### src/rtl/reg_bank_arbiter_if.sv
// Request/grant bus between NREQ requesters and the shared register bank.
// Ports: req/we/addr/wdata/clr from requesters; gnt/rvalid/rdata/rid/busy back.
interface reg_bank_arbiter_if #(
  parameter int NREQ = 4,
  parameter int AW   = 3,
  parameter int IDW  = 2,
  parameter int W    = 16
);
  logic [NREQ-1:0]    req;
  logic [NREQ-1:0]    we;
  logic [NREQ*AW-1:0] addr;
  logic [NREQ*W-1:0]  wdata;
  logic               clr;
  logic [NREQ-1:0]    gnt;
  logic               rvalid;
  logic [W-1:0]       rdata;
  logic [IDW-1:0]     rid;
  logic               busy;

  modport master (
    output req, we, addr, wdata, clr,
    input  gnt, rvalid, rdata, rid, busy
  );

  modport slave (
    input  req, we, addr, wdata, clr,
    output gnt, rvalid, rdata, rid, busy
  );
endinterface

### src/rtl/reg_bank_arbiter.sv
// Round-robin arbitrated bank of NREG W-bit registers, ARB/EXEC sequencing.
// Ports: clk, rst (sync, active-high), bus (slave side of reg_bank_arbiter_if).
module reg_bank_arbiter #(
  parameter int NREQ = 4,
  parameter int NREG = 8,
  parameter int AW   = 3,
  parameter int IDW  = 2,
  parameter int W    = 16
) (
  input logic               clk,
  input logic               rst,
  reg_bank_arbiter_if.slave bus
);

  typedef enum logic {ARB, EXEC} state_t;

  state_t         state;
  logic [IDW-1:0] ptr;
  logic [IDW-1:0] win;
  logic           win_we;
  logic [AW-1:0]  win_addr;
  logic [W-1:0]   win_wdata;
  logic [W-1:0]   regs [NREG];

  logic           rvalid_q;
  logic [W-1:0]   rdata_q;
  logic [IDW-1:0] rid_q;

  logic           any;
  logic [IDW-1:0] pick;
  logic           live;
  logic           in_range;
  logic [NREQ-1:0] gnt_c;

  function automatic logic [IDW-1:0] nxt(
    input logic [IDW-1:0] p,
    input int             k
  );
    return IDW'((int'(p) + k) % NREQ);
  endfunction

  // Scan from the far end so the entry closest to ptr+1 wins.
  always_comb begin
    any  = 1'b0;
    pick = '0;
    for (int k = NREQ; k >= 1; k--) begin
      if (bus.req[nxt(ptr, k)]) begin
        any  = 1'b1;
        pick = nxt(ptr, k);
      end
    end
  end

  // A winner that dropped req, or a reset, kills the transaction.
  assign live     = (state == EXEC) && bus.req[win] && !rst;
  assign in_range = int'(win_addr) < NREG;

  always_comb begin
    gnt_c = '0;
    if (live) gnt_c[win] = 1'b1;
  end

  always_ff @(posedge clk) begin
    if (rst) begin
      state     <= ARB;
      ptr       <= IDW'(NREQ - 1);
      win       <= '0;
      win_we    <= 1'b0;
      win_addr  <= '0;
      win_wdata <= '0;
      rvalid_q  <= 1'b0;
      rdata_q   <= '0;
      rid_q     <= '0;
      for (int i = 0; i < NREG; i++) regs[i] <= '0;
    end else begin
      rvalid_q <= 1'b0;
      if (bus.clr) begin
        for (int i = 0; i < NREG; i++) regs[i] <= '0;
      end
      unique case (state)
        ARB: begin
          if (any) begin
            state     <= EXEC;
            win       <= pick;
            win_we    <= bus.we[pick];
            win_addr  <= bus.addr[int'(pick)*AW +: AW];
            win_wdata <= bus.wdata[int'(pick)*W +: W];
          end
        end
        EXEC: begin
          state <= ARB;
          if (live) begin
            ptr <= win;
            if (win_we) begin
              if (in_range && !bus.clr) regs[win_addr] <= win_wdata;
            end else begin
              rvalid_q <= 1'b1;
              rid_q    <= win;
              rdata_q  <= (in_range && !bus.clr) ? regs[win_addr] : '0;
            end
          end
        end
        default: state <= ARB;
      endcase
    end
  end

  assign bus.gnt    = gnt_c;
  assign bus.rvalid = rvalid_q;
  assign bus.rdata  = rdata_q;
  assign bus.rid    = rid_q;
  assign bus.busy   = (state == EXEC);

endmodule

### src/flat_wrapper.sv
// flat-port wrapper written by rule: the top's interface ports become plain ports
module reg_bank_arbiter_flat 
#(
  parameter int NREQ = 4,
  parameter int NREG = 8,
  parameter int AW   = 3,
  parameter int IDW  = 2,
  parameter int W    = 16
)
  (clk, rst, bus_req, bus_we, bus_addr, bus_wdata, bus_clr, bus_gnt, bus_rvalid, bus_rdata, bus_rid, bus_busy);
  reg_bank_arbiter_if #(.NREQ(NREQ), .AW(AW), .IDW(IDW), .W(W)) bus_i ();
  input logic clk;
  input logic rst;
  input wire logic [$bits(bus_i.req)-1:0] bus_req;
  input wire logic [$bits(bus_i.we)-1:0] bus_we;
  input wire logic [$bits(bus_i.addr)-1:0] bus_addr;
  input wire logic [$bits(bus_i.wdata)-1:0] bus_wdata;
  input wire logic [$bits(bus_i.clr)-1:0] bus_clr;
  output wire logic [$bits(bus_i.gnt)-1:0] bus_gnt;
  output wire logic [$bits(bus_i.rvalid)-1:0] bus_rvalid;
  output wire logic [$bits(bus_i.rdata)-1:0] bus_rdata;
  output wire logic [$bits(bus_i.rid)-1:0] bus_rid;
  output wire logic [$bits(bus_i.busy)-1:0] bus_busy;
  assign bus_i.req = bus_req;
  assign bus_i.we = bus_we;
  assign bus_i.addr = bus_addr;
  assign bus_i.wdata = bus_wdata;
  assign bus_i.clr = bus_clr;
  assign bus_gnt = bus_i.gnt;
  assign bus_rvalid = bus_i.rvalid;
  assign bus_rdata = bus_i.rdata;
  assign bus_rid = bus_i.rid;
  assign bus_busy = bus_i.busy;
  reg_bank_arbiter #(.NREQ(NREQ), .NREG(NREG), .AW(AW), .IDW(IDW), .W(W)) u_core (.clk(clk), .rst(rst), .bus(bus_i));
endmodule
### config.mk
export PLATFORM = sky130hd
export DESIGN_NAME = reg_bank_arbiter_flat
export DESIGN_NICKNAME = d
export VERILOG_FILES = /design/src/rtl/reg_bank_arbiter_if.sv /design/src/rtl/reg_bank_arbiter.sv /design/src/flat_wrapper.sv
export SDC_FILE = /design/constraint.sdc
export NUM_CORES = 1
export LEC_CHECK = 0
export CAP_MARGIN = 15
export CORE_AREA = 5 5 155 128
export CTS_BUF_LIST = sky130_fd_sc_hd__clkbuf_16
export DETAILED_ROUTE_END_ITERATION = 10
export DIE_AREA = 0 0 160 133
export GPL_ROUTABILITY_DRIVEN = 0
export PLACE_DENSITY = 0.67
export SLEW_MARGIN = 20
export SYNTH_ARGS = -nofsm -noshare
export SYNTH_HDL_FRONTEND = slang
export SYNTH_SLANG_ARGS = --single-unit
### constraint.sdc
create_clock -name clk -period 3.8 [get_ports clk]
set_input_delay 0.38 -clock clk [delete_from_list [all_inputs] [get_ports clk]]
set_output_delay 0.38 -clock clk [all_outputs]
set_load 0.005 [all_outputs]
==> results.md, run 1 <==
| Group | Item | This run |
| --- | --- | --- |
| synthesis | Gate count of the mapped netlist | 561 |
| timing | Count of endpoints failing hold in the final timing report | 0 |
| setup path | Cell Chain, Critical Path | clkdlybuf4s50_1 -> mux4_2 -> nand2_2 -> nor4bb_1 -> clkdlybuf4s50_1 |
| power and ir drop | Fraction of power spent switching nets | 0.228 |
| grt | Vias in the first global route | 4990 |
| routing | Overall via count from detail_route | 4878 |
| cells and area | Final nets | 753 |
| die | Starting utilization of the core area | 0.436 |
| timing | Highest clock frequency the design can meet | 367 MHz |
| cells and area | Synth-to-layout area growth | 24.4% |
| synthesis | Proportion of synthesized chip area in sequential cells | 0.600 |
| die | Floorplan core area | 18300 sq um |
| setup path | Arrival time of data at the critical path endpoint | 2.35 ns |
| flow run | Max capacitance violation total | 0 |
| timing | Worst-case hold slack | 0.478 ns |
| die | Die area | 21300 sq um |
| clock tree | Clock latency reported for the late side of the worst-skew pair | 0.42 ns |
| grt | Initial antenna violation count | 0 |
| timing | Sum of negative setup slack | 0 ns |
| clock tree | Clock slew at the register clock pins of the worst setup and hold paths | 0.06 ns |
| setup path | CP Max Fanout | 8 |
| timing | Worst Tran Pin Value | 1.06 ns |
| timing | Ratio of final minimum period to clock period | 0.717 |
| setup path | Startpoint Class | input port |
| routing | Routed wire length | 17.5 mm |
| synthesis | Cell types occupying the most area after synthesis | edfxtp_1, dfxtp_1, and2_1 |
| cells and area | Number of antenna repair diodes | 0 |
| clock tree | Post_cts resized | 0 |
| synthesis | Warnings from Yosys | 0 |
| synthesis | Post-Synthesis Net Count | 648 |
| min path | Worst hold path stage count | 2 |
| synthesis | Seq cells post-synth | 175 |
| routing | Detailed-route wire length per cell | 19.1 microns |
| die | Chip height | 133 microns |
| setup path | Slack of the worst reg-to-reg path | 1.10 ns |
| timing | Min cycle time layout | 2.73 ns |
| synthesis | Total standard cell area after synthesis | 7970 sq um |
| placement | Number of cells in the design after placement | 882 |
| routing | Number of DRC markers in iteration 0 | 387 |
| die | Count of boundary I/O pins | 111 |
| die | Die boundary width | 160 microns |
| power and ir drop | Power Density | 470 nW/um^2 |
| status | Status | finished clean |
| setup path | Most Frequent Cell on Critical Path | clkdlybuf4s50_1 |
| die | Row count | 45 |
| routing | Pre-Repair DR Iteration Count | 7 |
| clock tree | Post-CTS Hold Buffers | 0 |
| min path | Path class of the lowest-slack min-delay path | reg2reg |
| clock tree | Clock tree from TritonCTS | done |
| synthesis | Number of distinct library cells after synthesis | 41 |
| power and ir drop | NetSw | 1060 uW |
| setup path | Required time worst endpoint | 3.42 ns |
| setup path | Max stage delay cell, worst path | clkdlybuf4s50_1 |
| synthesis | Area share of the largest cell type after synthesis | 0.482 |
| grt | Pin count of the biggest net entering global routing | 42 |
| clock tree | Post-CTS repair timing setup buffer count | 0 |
| timing | Fin worst setup slack | 1.07 ns |
| timing | Slew Limit Headroom | 0.293 |
| grt | Global-route congestion overflow total | 0 |
| placement | Setup Slack @ Placement | 0.649 ns |
| placement | Final HPWL from detailed placement | 12.7 mm |
| grt | GR Util All Layers | 0.167 |
| timing | Setup-violating endpoint count in the final report | 0 |
| routing | Number of vias per cell after detailed routing | 5.34 |
| cells and area | Non-Filler Instances | 914 |
| clock tree | Clock Root Buffer | clkbuf_16 |
| power and ir drop | Overall power consumption | 4660 uW |
| synthesis | Cell taking the most area after synthesis | edfxtp_1 |
| setup path | Critical setup path kind | in2out |
| setup path | Critical Path Sink Type | output pin |
| clock tree | Buffer levels on the longest clock path | 2 |
| power and ir drop | Standby leakage power | 0.00380 uW |
| grt | Global-route wire length before repair | 27.3 mm |
| timing | Final max-slew violation count | 0 |
| cells and area | Ratio of cells with drive above 1 in the final layout | 0.135 |
| placement | Quantity of I/O buffers inserted on ports | 110 |
| power and ir drop | Int Pwr | 3600 uW |
| power and ir drop | Clock share of power | 0.395 |
| synthesis | Mean area per synthesized cell | 14.2 sq um |
| timing | RSZ-0062 raised after global routing | no |
| clock tree | CTS H-tree depth | 4 |
| power and ir drop | Proportion of power drawn by combinational gates | 0.107 |
| power and ir drop | Maximum vdd drop | 262 uV |
| power and ir drop | Sequential share of power | 0.498 |
| routing | Post-DRT Antenna Nets | 0 |
| routing | Residual DRC count | 0 |
| clock tree | Total clock buffers created by CTS | 17 |
| setup path | Worst r2r path cells | 4 |
| clock tree | Sinks on the clock net | 175 |
| timing | Final clock skew | 0.00668 ns |
| setup path | Peak per-stage delay on the critical path | 0.57 ns |
==> logic make-up (layout without fill, tap and decap cells) <==
logic type,after synthesis,after routing,synth area share
AOI/OAI and AO/OA,52,52,0.0538
buffers and inverters,38,156,0.0223
DFF,175,175,0.600
muxes,89,89,0.164
and+or+nand+nor,207,207,0.159
==> final timing paths <==
check,from,end
setup / recovery,bus_req[3],bus_gnt[3]
hold / removal,u_core.bus.rdata[7],u_core.bus.rdata[7]
setup reg to reg,u_core.win[1],u_core.regs[5][6]
hold reg to reg,u_core.bus.rdata[7],u_core.bus.rdata[7]
==> cells in the final DEF, fill, tap and decap left out, types with 13 or more instances in the layout <==
master / instances
and2_1: 128
edfxtp_1: 128
clkdlybuf4s50_1: 110
mux2i_1: 53
dfxtp_1: 45
mux4_2: 33
nand2_1: 26
o221ai_1: 21
nor2_1: 19
clkbuf_16: 17
o22a_1: 13
==> final cells by class <==
class                           count  area, sq um
Fill cell                        1459         8380
Sequential cell                   175         4790
Multi-Input combinational cell    348         3020
Timing Repair Buffer              120         1180
Clock buffer                       17          425
Tap cell                          235          294
Clock inverter                     15          201
Inverter                            4         15.0
==> worst max-delay path: cells and delay by family <==
kind / cells / cell delay [ns]
buffers and inverters: 2 / 1.12
multiplexers: 1 / 0.39
AND/OR/NAND/NOR: 2 / 0.46
==> flip-flops by register name (all words and copies together), names as in the netlist, named ones only <==
signal / count
u_core.win: 2
u_core.bus.busy: 1
u_core.bus.rvalid: 1
u_core.win_wdata: 16
u_core.win_we: 1
u_core.bus.rid: 2
u_core.win_addr: 3
u_core.regs: 128
u_core.bus.rdata: 16
u_core.ptr: 2
==> cell usage after synthesis (all sizes together) <==
master / n
a211o: 2
a211oi: 2
a21oi: 1
a22o: 2
and2: 128
and3: 2
buf: 16
clkbuf: 18
dfxtp: 47
edfxtp: 128
inv: 4
mux2: 3
mux2i: 53
mux4: 33
nand2: 27
nand2b: 8
nand3: 1
nand4: 1
nand4b: 1
nor2: 25
nor3: 7
nor4: 2
nor4b: 2
nor4bb: 1
o211ai: 1
o21a: 1
o21ai: 6
o221ai: 21
o22a: 13
o32ai: 3
or2: 1
or3b: 1
==> per-stage QoR <==
step | area [sq um] | utilization
finish | 9910 | 0.542
global route | 9910 | 0.542
CTS | 9910 | 0.542
detailed placement | 9290 | 0.508
global placement | 9290 | 0.508
floorplan | 7970 | -
==> routing by layer <==
layer	wire, microns	vias up	track usage
met5	0	-	0
met4	148	0	0.0373
li1	-	2314	-
met3	1530	12	0.0455
met2	7380	207	0.238
met1	8410	2345	0.254
==> power by group through the flow <==
| stage | clock [uW] | combinational [uW] | sequential, uW |
|---|---|---|---|
| 2_1_floorplan | 0 | 352 | 2250 |
| 3_3_place_gp | 0 | 491 | 2360 |
| 3_5_place_dp | 0 | 498 | 2360 |
| 4_1_cts | 1870 | 500 | 2320 |
| 5_1_grt | 1950 | 535 | 2340 |
| 6_report | 1840 | 497 | 2320 |
Note: power is estimated with default switching activity, not from simulation.
==> run 2, diff against run 1 <==
- PLACE_DENSITY: 0.67 -> 0.69
- clock period: 3.8 -> 2.3 ns (I/O delays scaled with it)
==> run 2 against run 1 <==
  * Final cell count increased by 2.7%
  * Sequential share of layout area fell by 1.5 points
  * Power grew 60%
  * Non-clock buffer count up 25
  * Global-route usage grew 0.67 points
  * Clock skew rose by 0.0035 ns
  * Critical path type is now reg2out
  * Largest cell class unchanged
==> results.md, run 2 (synthesized netlist as in run 1, its figures left out) <==
| Group | Item | This run |
| --- | --- | --- |
| die | Starting utilization of the core area | 0.436 |
| placement | Final HPWL from detailed placement | 13.0 mm |
| timing | Final clock skew | 0.0102 ns |
| cells and area | Most frequent cells in the layout | and2_1, edfxtp_1, clkdlybuf4s50_1, mux2i_1, dfxtp_1 |
| setup path | Startpoint Class | flop |
| setup path | Setup crit start | u_core.win[1] |
| grt | Initial antenna violation count | 0 |
| die | Floorplan core area | 18300 sq um |
| timing | Ratio of final minimum period to clock period | 0.953 |
| placement | Quantity of I/O buffers inserted on ports | 110 |
| routing | Post-DRT Antenna Nets | 0 |
| routing | Met1 wire length | 8.46 mm |
| clock tree | CTS H-tree depth | 4 |
| die | Die area | 21300 sq um |
| timing | Slew Limit Headroom | 0.521 |
| routing | Number of vias per cell after detailed routing | 5.33 |
| routing | Met3 routed wirelength | 1.42 mm |
| clock tree | Sinks on the clock net | 175 |
| cells and area | Fill cell instance count of the final layout | 1433 |
| cells and area | Number of antenna repair diodes | 0 |
| timing | Min cycle time layout | 2.19 ns |
| power and ir drop | Standby leakage power | 0.00401 uW |
| die | Count of boundary I/O pins | 111 |
| timing | Worst Tran Pin Value | 0.718 ns |
| routing | Routed met2 length | 8.15 mm |
| cells and area | Largest Register | u_core.regs |
| clock tree | Clock tree from TritonCTS | done |
| cells and area | Synth-to-layout area growth | 28.3% |
| timing | RSZ-0062 raised after global routing | no |
| setup path | Critical setup path kind | reg2out |
| die | Chip height | 133 microns |
| min path | Min-delay src | u_core.bus.rid[0] |
| grt | Global-route wire length before repair | 28.2 mm |
| clock tree | Clock slew at the register clock pins of the worst setup and hold paths | 0.06 ns |
| routing | Overall via count from detail_route | 5006 |
| grt | Pin count of the biggest net entering global routing | 33 |
| grt | GR Util All Layers | 0.173 |
| setup path | Worst r2r path cells | 6 |
| power and ir drop | Power Density | 730 nW/um^2 |
| routing | Pre-Repair DR Iteration Count | 5 |
| routing | Number of DRC markers in iteration 0 | 474 |
| setup path | Endpoint of the most critical register-to-register path | u_core.regs[0][14] |
| min path | Worst hold path stage count | 1 |
| clock tree | Post-CTS Hold Buffers | 0 |
| clock tree | Clock latency reported for the late side of the worst-skew pair | 0.43 ns |
| cells and area | Max reg flops | 128 |
| timing | Final max-slew violation count | 0 |
| setup path | Critical Path Sink Type | output pin |
| status | Status | finished clean |
| clock tree | Clock Root Buffer | clkbuf_16 |
| timing | Count of endpoints failing hold in the final timing report | 0 |
| grt | Global-route congestion overflow total | 0 |
| routing | Routed wire length | 18.2 mm |
| die | Row count | 45 |
| setup path | Required time worst endpoint | 2.07 ns |
| die | Die boundary width | 160 microns |
| min path | Terminating pin of the worst hold path | u_core.bus.rid[0] |
| routing | Detailed-route wire length per cell | 19.4 microns |
| grt | Vias in the first global route | 5171 |
| power and ir drop | Overall power consumption | 7470 uW |
| min path | Path class of the lowest-slack min-delay path | reg2reg |
| clock tree | Buffer levels on the longest clock path | 2 |
| timing | Highest clock frequency the design can meet | 456 MHz |
| setup path | Arrival time of data at the critical path endpoint | 1.96 ns |
| routing | Residual DRC count | 0 |
| flow run | Max capacitance violation total | 0 |
| setup path | Slack of the worst reg-to-reg path | 0.13 ns |
| timing | Sum of negative setup slack | 0 ns |
| timing | Setup-violating endpoint count in the final report | 0 |
| cells and area | Final nets | 778 |
| routing | Highest Signal Layer | met4 |
| power and ir drop | Maximum vdd drop | 540 uV |
| setup path | Startpoint of the most critical register-to-register path | u_core.win[1] |
| cells and area | Ratio of cells with drive above 1 in the final layout | 0.168 |
| setup path | CP Max Fanout | 5 |
| clock tree | Total clock buffers created by CTS | 17 |
run 2: worst max path at each step:
stage | endpoint | depth (start not counted)
finish | bus_gnt[0] | 4
global route | bus_gnt[0] | 4
CTS | bus_gnt[3] | 4
detailed placement | u_core.regs[0][1] | 6
global placement | u_core.regs[0][7] | 6
floorplan | u_core.regs[3][0] | 4
run 2: final cells by class:
| type | instances | area [sq um] | share of cell area |
|---|---|---|---|
| flip-flops and latches | 175 | 4790 | 0.468 |
| multi-input cells | 348 | 3040 | 0.297 |
| repair buffers | 145 | 1530 | 0.150 |
| clock buffers | 17 | 425 | 0.0416 |
| well taps | 235 | 294 | 0.0287 |
| clock inverters | 15 | 130 | 0.0127 |
| inverters | 4 | 15.0 | 0.00147 |
run 2: timing repair:
action                                  in CTS  in global routing
endpoints found under the setup margin       4                  4
gates cloned                                 0                  0
pin swaps                                    0                  0
buffers inserted                             1                  0
resized for setup                            2                  7
run 2: critical path: stages (launching register included):
cell	delay, ns
dfxtp_1	0.36
mux4_2	0.55
nand2_4	0.13
nor4_2	0.04
clkdlybuf4s50_1	0.45
run 2: metrics by stage:
| step | setup slack, ns | util | cells | hold WS, ns | area, sq um |
|---|---|---|---|---|---|
| after floorplan | -0.342 | - | 561 | 0.327 | 7970 |
| after global placement | -0.00859 | 0.526 | 906 | 0.459 | 9630 |
| after detailed placement | -0.110 | 0.526 | 906 | 0.464 | 9630 |
| after CTS | 0.0287 | 0.557 | 939 | 0.486 | 10200 |
| after global routing | 0.0274 | 0.559 | 939 | 0.499 | 10200 |
| final | 0.108 | 0.559 | 939 | 0.477 | 10200 |
run 2: layer usage:
layer | GRT usage | up-vias
li1 | - | 2370
met1 | 0.250 | 2434
met2 | 0.267 | 190
met3 | 0.0402 | 12
met4 | 0.0435 | 0
met5 | 0 | -
run 2: power breakdown:
group / internal, uW / leakage [uW] / switching, uW / total (uW)
registers: 3550 / 0.00181 / 183 / 3730
clock network: 1570 / 0.000265 / 1150 / 2710
logic: 564 / 0.00193 / 454 / 1020
